**src/rtl/palu_acc_seq.sv**
```systemverilog
// Accumulator/sequencer stage for the 8-bit partial ALU: takes op/operand commands, folds ALU results
// into an accumulator and hands the final value downstream. Optional macro PALU_SAT_ADD_EN saturates ADD.
module palu_acc_seq #(
   parameter logic [7:0] ACC_INIT = 8'h00,
   parameter int         CNT_W    = 4
) (
   input  logic             clk,
   input  logic             rst,
   input  logic             cmd_valid,
   output logic             cmd_ready,
   input  logic [2:0]       cmd_op,
   input  logic [7:0]       cmd_operand,
   input  logic             cmd_last,
   output logic [7:0]       alu_a,
   output logic [7:0]       alu_b,
   output logic [1:0]       alu_sel,
   input  logic [7:0]       alu_f,
   input  logic             alu_ovf,
   output logic             res_valid,
   input  logic             res_ready,
   output logic [7:0]       res_data,
   output logic             res_ovf,
   output logic [CNT_W-1:0] res_cnt,
   output logic [7:0]       acc
);

   localparam logic [2:0] OP_ADD  = 3'd0;
   localparam logic [2:0] OP_NOT  = 3'd1;
   localparam logic [2:0] OP_AND  = 3'd2;
   localparam logic [2:0] OP_OR   = 3'd3;
   localparam logic [2:0] OP_LOAD = 3'd4;

   localparam logic [CNT_W-1:0] CNT_MAX  = {CNT_W{1'b1}};
   localparam logic [CNT_W-1:0] CNT_ZERO = {CNT_W{1'b0}};
   localparam logic [CNT_W-1:0] CNT_ONE  = {{(CNT_W-1){1'b0}}, 1'b1};

   typedef enum logic [1:0] {
      ST_IDLE = 2'd0,
      ST_EXEC = 2'd1,
      ST_HOLD = 2'd2
   } state_t;

   state_t           state_r;
   state_t           state_nxt_s;

   logic [2:0]       op_r;
   logic [7:0]       operand_r;
   logic             last_r;
   logic [7:0]       acc_r;
   logic             ovf_r;
   logic [CNT_W-1:0] cnt_r;

   logic [7:0]       acc_nxt_s;
   logic             ovf_nxt_s;
   logic [CNT_W-1:0] cnt_nxt_s;

   logic             cmd_ready_r;
   logic             res_valid_r;
   logic [7:0]       res_data_r;
   logic             res_ovf_r;
   logic [CNT_W-1:0] res_cnt_r;

   logic             cmd_ready_nxt_s;
   logic             res_valid_nxt_s;
   logic [7:0]       res_data_nxt_s;
   logic             res_ovf_nxt_s;
   logic [CNT_W-1:0] res_cnt_nxt_s;

   logic             cmd_fire_s;
   logic             res_fire_s;

   assign cmd_fire_s = cmd_valid & cmd_ready_r;
   assign res_fire_s = res_valid_r & res_ready;

   // FSM state register
   always_ff @(posedge clk) begin
      if (rst) begin
         state_r <= ST_IDLE;
      end else begin
         state_r <= state_nxt_s;
      end
   end

   // FSM next-state logic: every command spends exactly one cycle in EXEC
   always_comb begin
      state_nxt_s = state_r;
      case (state_r)
         ST_IDLE: begin
            if (cmd_fire_s) begin
               state_nxt_s = ST_EXEC;
            end else begin
               state_nxt_s = ST_IDLE;
            end
         end
         ST_EXEC: begin
            if (last_r) begin
               state_nxt_s = ST_HOLD;
            end else begin
               state_nxt_s = ST_IDLE;
            end
         end
         ST_HOLD: begin
            if (res_fire_s) begin
               state_nxt_s = ST_IDLE;
            end else begin
               state_nxt_s = ST_HOLD;
            end
         end
         default: begin
            state_nxt_s = ST_IDLE;
         end
      endcase
   end

   // Accumulator, sticky overflow and op counter update
   always_comb begin
      acc_nxt_s = acc_r;
      ovf_nxt_s = ovf_r;
      cnt_nxt_s = cnt_r;
      case (state_r)
         ST_EXEC: begin
            case (op_r)
               OP_ADD: begin
`ifdef PALU_SAT_ADD_EN
                  if (alu_ovf) begin
                     acc_nxt_s = 8'hFF;
                  end else begin
                     acc_nxt_s = alu_f;
                  end
`else
                  acc_nxt_s = alu_f;
`endif
                  ovf_nxt_s = ovf_r | alu_ovf;
               end
               OP_NOT, OP_AND, OP_OR: begin
                  acc_nxt_s = alu_f;
               end
               OP_LOAD: begin
                  acc_nxt_s = operand_r;
               end
               default: begin
                  acc_nxt_s = acc_r;
               end
            endcase
            if (cnt_r == CNT_MAX) begin
               cnt_nxt_s = cnt_r;
            end else begin
               cnt_nxt_s = cnt_r + CNT_ONE;
            end
         end
         ST_HOLD: begin
            if (res_fire_s) begin
               acc_nxt_s = ACC_INIT;
               ovf_nxt_s = 1'b0;
               cnt_nxt_s = CNT_ZERO;
            end else begin
               acc_nxt_s = acc_r;
               ovf_nxt_s = ovf_r;
               cnt_nxt_s = cnt_r;
            end
         end
         default: begin
            acc_nxt_s = acc_r;
         end
      endcase
   end

   // Datapath registers; the command is captured only on an accepted handshake
   always_ff @(posedge clk) begin
      if (rst) begin
         op_r      <= 3'd0;
         operand_r <= 8'h00;
         last_r    <= 1'b0;
         acc_r     <= ACC_INIT;
         ovf_r     <= 1'b0;
         cnt_r     <= CNT_ZERO;
      end else begin
         if (cmd_fire_s) begin
            op_r      <= cmd_op;
            operand_r <= cmd_operand;
            last_r    <= cmd_last;
         end else begin
            op_r      <= op_r;
            operand_r <= operand_r;
            last_r    <= last_r;
         end
         acc_r <= acc_nxt_s;
         ovf_r <= ovf_nxt_s;
         cnt_r <= cnt_nxt_s;
      end
   end

   // Output decode from the upcoming state so handshake/result outputs can be registered
   always_comb begin
      cmd_ready_nxt_s = 1'b0;
      res_valid_nxt_s = 1'b0;
      res_data_nxt_s  = 8'h00;
      res_ovf_nxt_s   = 1'b0;
      res_cnt_nxt_s   = CNT_ZERO;
      case (state_nxt_s)
         ST_IDLE: begin
            cmd_ready_nxt_s = 1'b1;
         end
         ST_HOLD: begin
            res_valid_nxt_s = 1'b1;
            res_data_nxt_s  = acc_nxt_s;
            res_ovf_nxt_s   = ovf_nxt_s;
            res_cnt_nxt_s   = cnt_nxt_s;
         end
         default: begin
            cmd_ready_nxt_s = 1'b0;
         end
      endcase
   end

   // Registered handshake and result outputs
   always_ff @(posedge clk) begin
      if (rst) begin
         cmd_ready_r <= 1'b1;
         res_valid_r <= 1'b0;
         res_data_r  <= 8'h00;
         res_ovf_r   <= 1'b0;
         res_cnt_r   <= CNT_ZERO;
      end else begin
         cmd_ready_r <= cmd_ready_nxt_s;
         res_valid_r <= res_valid_nxt_s;
         res_data_r  <= res_data_nxt_s;
         res_ovf_r   <= res_ovf_nxt_s;
         res_cnt_r   <= res_cnt_nxt_s;
      end
   end

   assign cmd_ready = cmd_ready_r;
   assign res_valid = res_valid_r;
   assign res_data  = res_data_r;
   assign res_ovf   = res_ovf_r;
   assign res_cnt   = res_cnt_r;
   assign acc       = acc_r;
   assign alu_a     = acc_r;
   assign alu_b     = operand_r;
   assign alu_sel   = op_r[1:0];

endmodule

```
**config.mk**
```make
export PLATFORM = sky130hd
export DESIGN_NAME = palu_acc_seq
export DESIGN_NICKNAME = d
export VERILOG_FILES = /design/src/rtl/palu_acc_seq.sv
export SDC_FILE = /design/constraint.sdc
export NUM_CORES = 1
export LEC_CHECK = 0
export ABC_AREA = 1
export CORE_MARGIN = 10
export CORE_UTILIZATION = 50
export CTS_BUF_LIST = sky130_fd_sc_hd__clkbuf_2 sky130_fd_sc_hd__clkbuf_4 sky130_fd_sc_hd__clkbuf_8
export DETAILED_ROUTE_END_ITERATION = 10
export PLACE_DENSITY = 0.88
export SYNTH_ARGS = -nofsm -noshare
export SYNTH_HDL_FRONTEND = slang
export SYNTH_SLANG_ARGS = --single-unit
```
**constraint.sdc**
```tcl
create_clock -name clk -period 2 [get_ports clk]
set_input_delay 0.4 -clock clk [delete_from_list [all_inputs] [get_ports clk]]
set_output_delay 0.4 -clock clk [all_outputs]
set_load 0.03 [all_outputs]
```
After elaboration in Yosys (flattened, before gate mapping)
Cells that the tools add are included.
- reduce and logical (&&, ||, !) cells: 5
- bitwise operators: 4
- $add $sub $neg: 1
- muxes and demuxes: 15
- equality and inequality tests: 8
- operators with widths (kind ; number):
    $pmux W8 S2 ; 2
    $mux W4 ; 2
    $mux W8 ; 1
    $pmux W4 S2 ; 1
    $eq A3 B2 Y1 const B ; 2
    $pmux W2 S3 ; 1
    $mux W1 ; 5
    $add A4 B1 Y4 const B ; 1
    $eq A2 B2 Y1 const B ; 2
    $eq A4 B4 Y1 const B ; 1
    $logic_not A2 Y1 ; 2
    $mux W2 ; 2
    $reduce_or A4 Y1 ; 1
    $eq A3 B1 Y1 const B ; 1
    $eq A3 B3 Y1 const B ; 1
    $logic_not A3 Y1 ; 1
    $and A1 B1 Y1 ; 2
    $eq A2 B1 Y1 const B ; 1
    $pmux W1 S2 ; 1
    $reduce_or A2 Y1 ; 1
    $not A1 Y1 ; 1
    $or A1 B1 Y1 ; 1
- register bits after elaboration: 42
- word-level logic and storage cells: 45
- output and inout port bits: 41

Logic depth before layout (Yosys ltp)
- word-level depth: 6
- mapped depth: 8
- gate-level depth less buffers: 8

Worst setup path after synthesis
No wires, ideal clock.
- path kind: reg-to-reg
- from: register state_r[0]
- to: register acc_r[2], in the netlist acc[2]
- data required time: 1930 ps
- path buffers: 1
- data arrival time: 1170 ps
- clock period less this slack: 1241 ps
- stages on the path, launching flop included: 7
- slack: 759 ps
- cells stage by stage: dfxtp_1 -> inv_1 -> ha_1 -> nand2_1 -> buf_4 -> nand2_1 -> a21oi_1
- cells in the longest elaborated chain, start to end: 2
- RTL lines (what ; line ; text):
    start, declared ; 43 ; state_t state_r;
    start signal, assigned ; 80 ; state_r <= state_nxt_s;
    $eq A2 B2 Y1 / $eq A2 B1 Y1 (equally long branches) ; 120 ; case (state_r)
    $pmux W8 S2 (*) ; 120 ;
    end signal, assigned ; 187 ; acc_r <= acc_nxt_s;
    end, declared ; 49 ; logic [7:0] acc_r;
Every way passes the cells marked *; elsewhere a longest branch is shown, timed or not.
A chain may end at the register's enable or synchronous reset.

Worst setup path in the final report
- from: register acc_r[0], in the netlist acc[0]
- to: output alu_a[0]
- RTL lines (what ; line ; text):
    end, declared ; 14 ; output logic [7:0] alu_a,
No word-level cell between the ends.

==> run summary <==
Synth Area per Inst: 7.760 µm²
Clk buf depth: 2
CP cell instances: clkdlybuf4s50_1
Synth Cell Area: 1847 µm²
Post-CTS Setup Bufs: 0
Post-synth EDFFs: 0
Clk_skew: 0.007959 ns
Slowest-stage cell, CP: clkdlybuf4s50_1
Post-synthesis register bit count: 42
Hold crit path type: reg2reg
Maximum fanout along the worst path: 4
Largest family of logic cells by synthesized area: simple AND/OR/NAND/NOR gates
Vias in the first global route: 1728
Detailed placement HPWL: 3582 µm
CTS tree: built
Net Count, Synth: 268
Die area: 6525 µm²
Synth top cells by count: dfxtp_1, nor2_1, nand2_1
YS warnings: 0
Leak: 0.0009323 µW
PwrDens: 697.0 nW/µm²
H-tree depth: 2
Register area share after synthesis: 45.53%
DRC: 0
Filler cells: 294
Final setup vio count: 0
CTS Root Cell: clkbuf_8
Via density: 4.991
Final min period: 1.779 ns
Chip width: 80.78 µm
Simple-gate share of the synthesized area: 24.93%
Slew @ Worst Pin: 0.4011 ns
Worst path bufs/invs: 1
DR WL/cell: 13.76 µm
WP data arrival: 1.38 ns
Post-synth cell types: 23
RSZ-0062 raised after global routing: false
# diodes: 0
Top Family by Delay on Critical Path: buffers and inverters
Final ANT Viol Nets: 0
Clk pin slew, worst setup/hold paths: 0.07 ns
Largest area contributor in the netlist: dfxtp_1
Asr flop ratio synth: 0%
# rows: 22
Most common cell in the netlist: dfxtp_1
CTS Hold Bufs: 0
Period Utilization, post-route: 88.97%
Largest cells by area after synthesis: dfxtp_1, nand3_1, nor2_1, a21oi_1, nand2_1
Initial DRC count: 118
Worst skew pair latency: 0.29 ns
First-pass GRT wire length: 7693 µm
Initial antenna violation count: 0
Xor/xnor share of the synthesized area: 0%
Adder-Cell Fraction of Synth Area: 3.388%
Setup CP Type: reg2out
Via count: 1707
Cts repair resizes: 0
Io pins: 66
Slew Limit Headroom: 73.22%
Largest net degree at the start of global routing: 25
Status: finished clean
Post-synthesis compound-gate area fraction: 11.92%
CP required: 1.60 ns
Synth-to-layout area growth: 36.31%
Main synth FF type: dfxtp_1
Initial Util: 51.21%
Post-synthesis mux area share: 0%
Top-area cell type share of the netlist area: 45.53%
Critical Path Max Stage Delay: 0.70 ns
Final global-route overflow total: 0
Die Y: 80.78 µm
Max_cap viols: 0
Final Hold Viols: 0
CTS Sinks: 42
Drt pass-1 iters: 4
Cells after Synth: 238
Core ar.: 3606 µm²
TritonCTS buffer count: 5
VDD IR max: 548.6 µV
Layout Utilization: 69.81%
GR Util All Layers: 14.88%
Achievable Freq: 562.0 MHz
Post-route setup TNS: 0 ns
Layout cells sized above 1: 6.122%
Port Buffers: 65
Routability Congestion: 0.8035
Worst setup EP type: output port
Total Nets Final: 323
Max-slew violation count: 0
WL final: 4706 µm
Critical Path Source Type: flip-flop
[sequential cells by signal, indices dropped and copies added, names as in the netlist]
signal and cells:
acc 8, alu_b 8, cmd_ready 1, cnt_r 4
last_r 1, op_r 3, ovf_r 1, res_cnt 4
res_data 8, res_ovf 1, res_valid 1, state_r 2
[routing by layer]
metal / global-route usage (%) / routed length (µm) / up-vias
li1: - / - / 866
met1: 15.81 / 1776 / 771
met2: 26.67 / 2454 / 64
met3: 5.408 / 431 / 6
met4: 5.017 / 44 / 0
met5: 0 / 0 / -
[through the flow]
step	hold WS, ns	total power (µW)	area [µm²]	cells	worst slack (ns)
finish	0.4722	1755	2517	342	0.2205
global route	0.5061	1829	2517	342	0.1729
CTS	0.4736	1771	2517	342	0.2024
detailed placement	0.4633	1209	2422	334	0.2819
global placement	0.4560	1203	2422	334	0.3005
floorplan	0.4438	1097	1847	238	0.7591
[worst reg2reg max path, stage by stage (launching register included)]
cell and delay (ns):
dfxtp_1 0.36, inv_1 0.07, ha_1 0.35, nand2_1 0.34
nand2_1 0.13, a21oi_1 0.18
[layout by cell type (no fill, tap or decap)]
cell             Yosys  routed
nand3_1             28      28
clkbuf_8             0       6
clkdlybuf4s50_1      0      65
nor3_1               1       1
nor2_2               1       1
ha_1                 5       5
nor2_4               1       1
clkinv_2             0       1
inv_2                1       1
nand3b_1             1       1
a21boi_0             1       1
clkbuf_4             0       1
o21ai_0              1       1
a211oi_1            11      11
nand2_1             33      33
a21oi_1             25      25
buf_4               12       3
inv_1               27      27
nand4_1              1       1
nand2_2              3       3
nand3_2              1       1
dfxtp_1             42      42
nor2_1              35      35
[power breakdown]
group | total, µW | internal [µW] | switching, µW
logic | 299 | 129 | 169
clock network | 568 | 292 | 276
registers | 888 | 865 | 23.1
total | 1750 | 1290 | 468
[path summary, 6_finish.rpt]
path / from / end / cells after the start / slack, ns
worst max-delay path: acc[0] / alu_a[0] / 1 / 0.22
worst max register to register: state_r[0] / res_cnt[1] / 5 / 0.50
worst min register to register: ovf_r / ovf_r / 2 / 0.47
worst min-delay path: ovf_r / ovf_r / 2 / 0.47
[logic make-up (layout without fill, tap and decap cells)]
group,Yosys count,after routing
AND/OR/NAND/NOR,105,105
AO/OA/AOI/OAI,38,38
flip-flops,42,42
adder cells (fa/ha/maj),5,5
buffers and inverters,48,104
[cell type report]
class / instances / area [µm²] / share of cell area, %
Inverter: 28 / 105.1 / 4.175
Clock inverter: 1 / 5.005 / 0.1988
Timing Repair Buffer: 68 / 673.1 / 26.74
Tap cell: 48 / 60.06 / 2.386
Multi-Input combinational cell: 148 / 743.2 / 29.52
Clock buffer: 7 / 90.09 / 3.579
Sequential cell: 42 / 840.8 / 33.40
(Power assumes the default switching activity.)
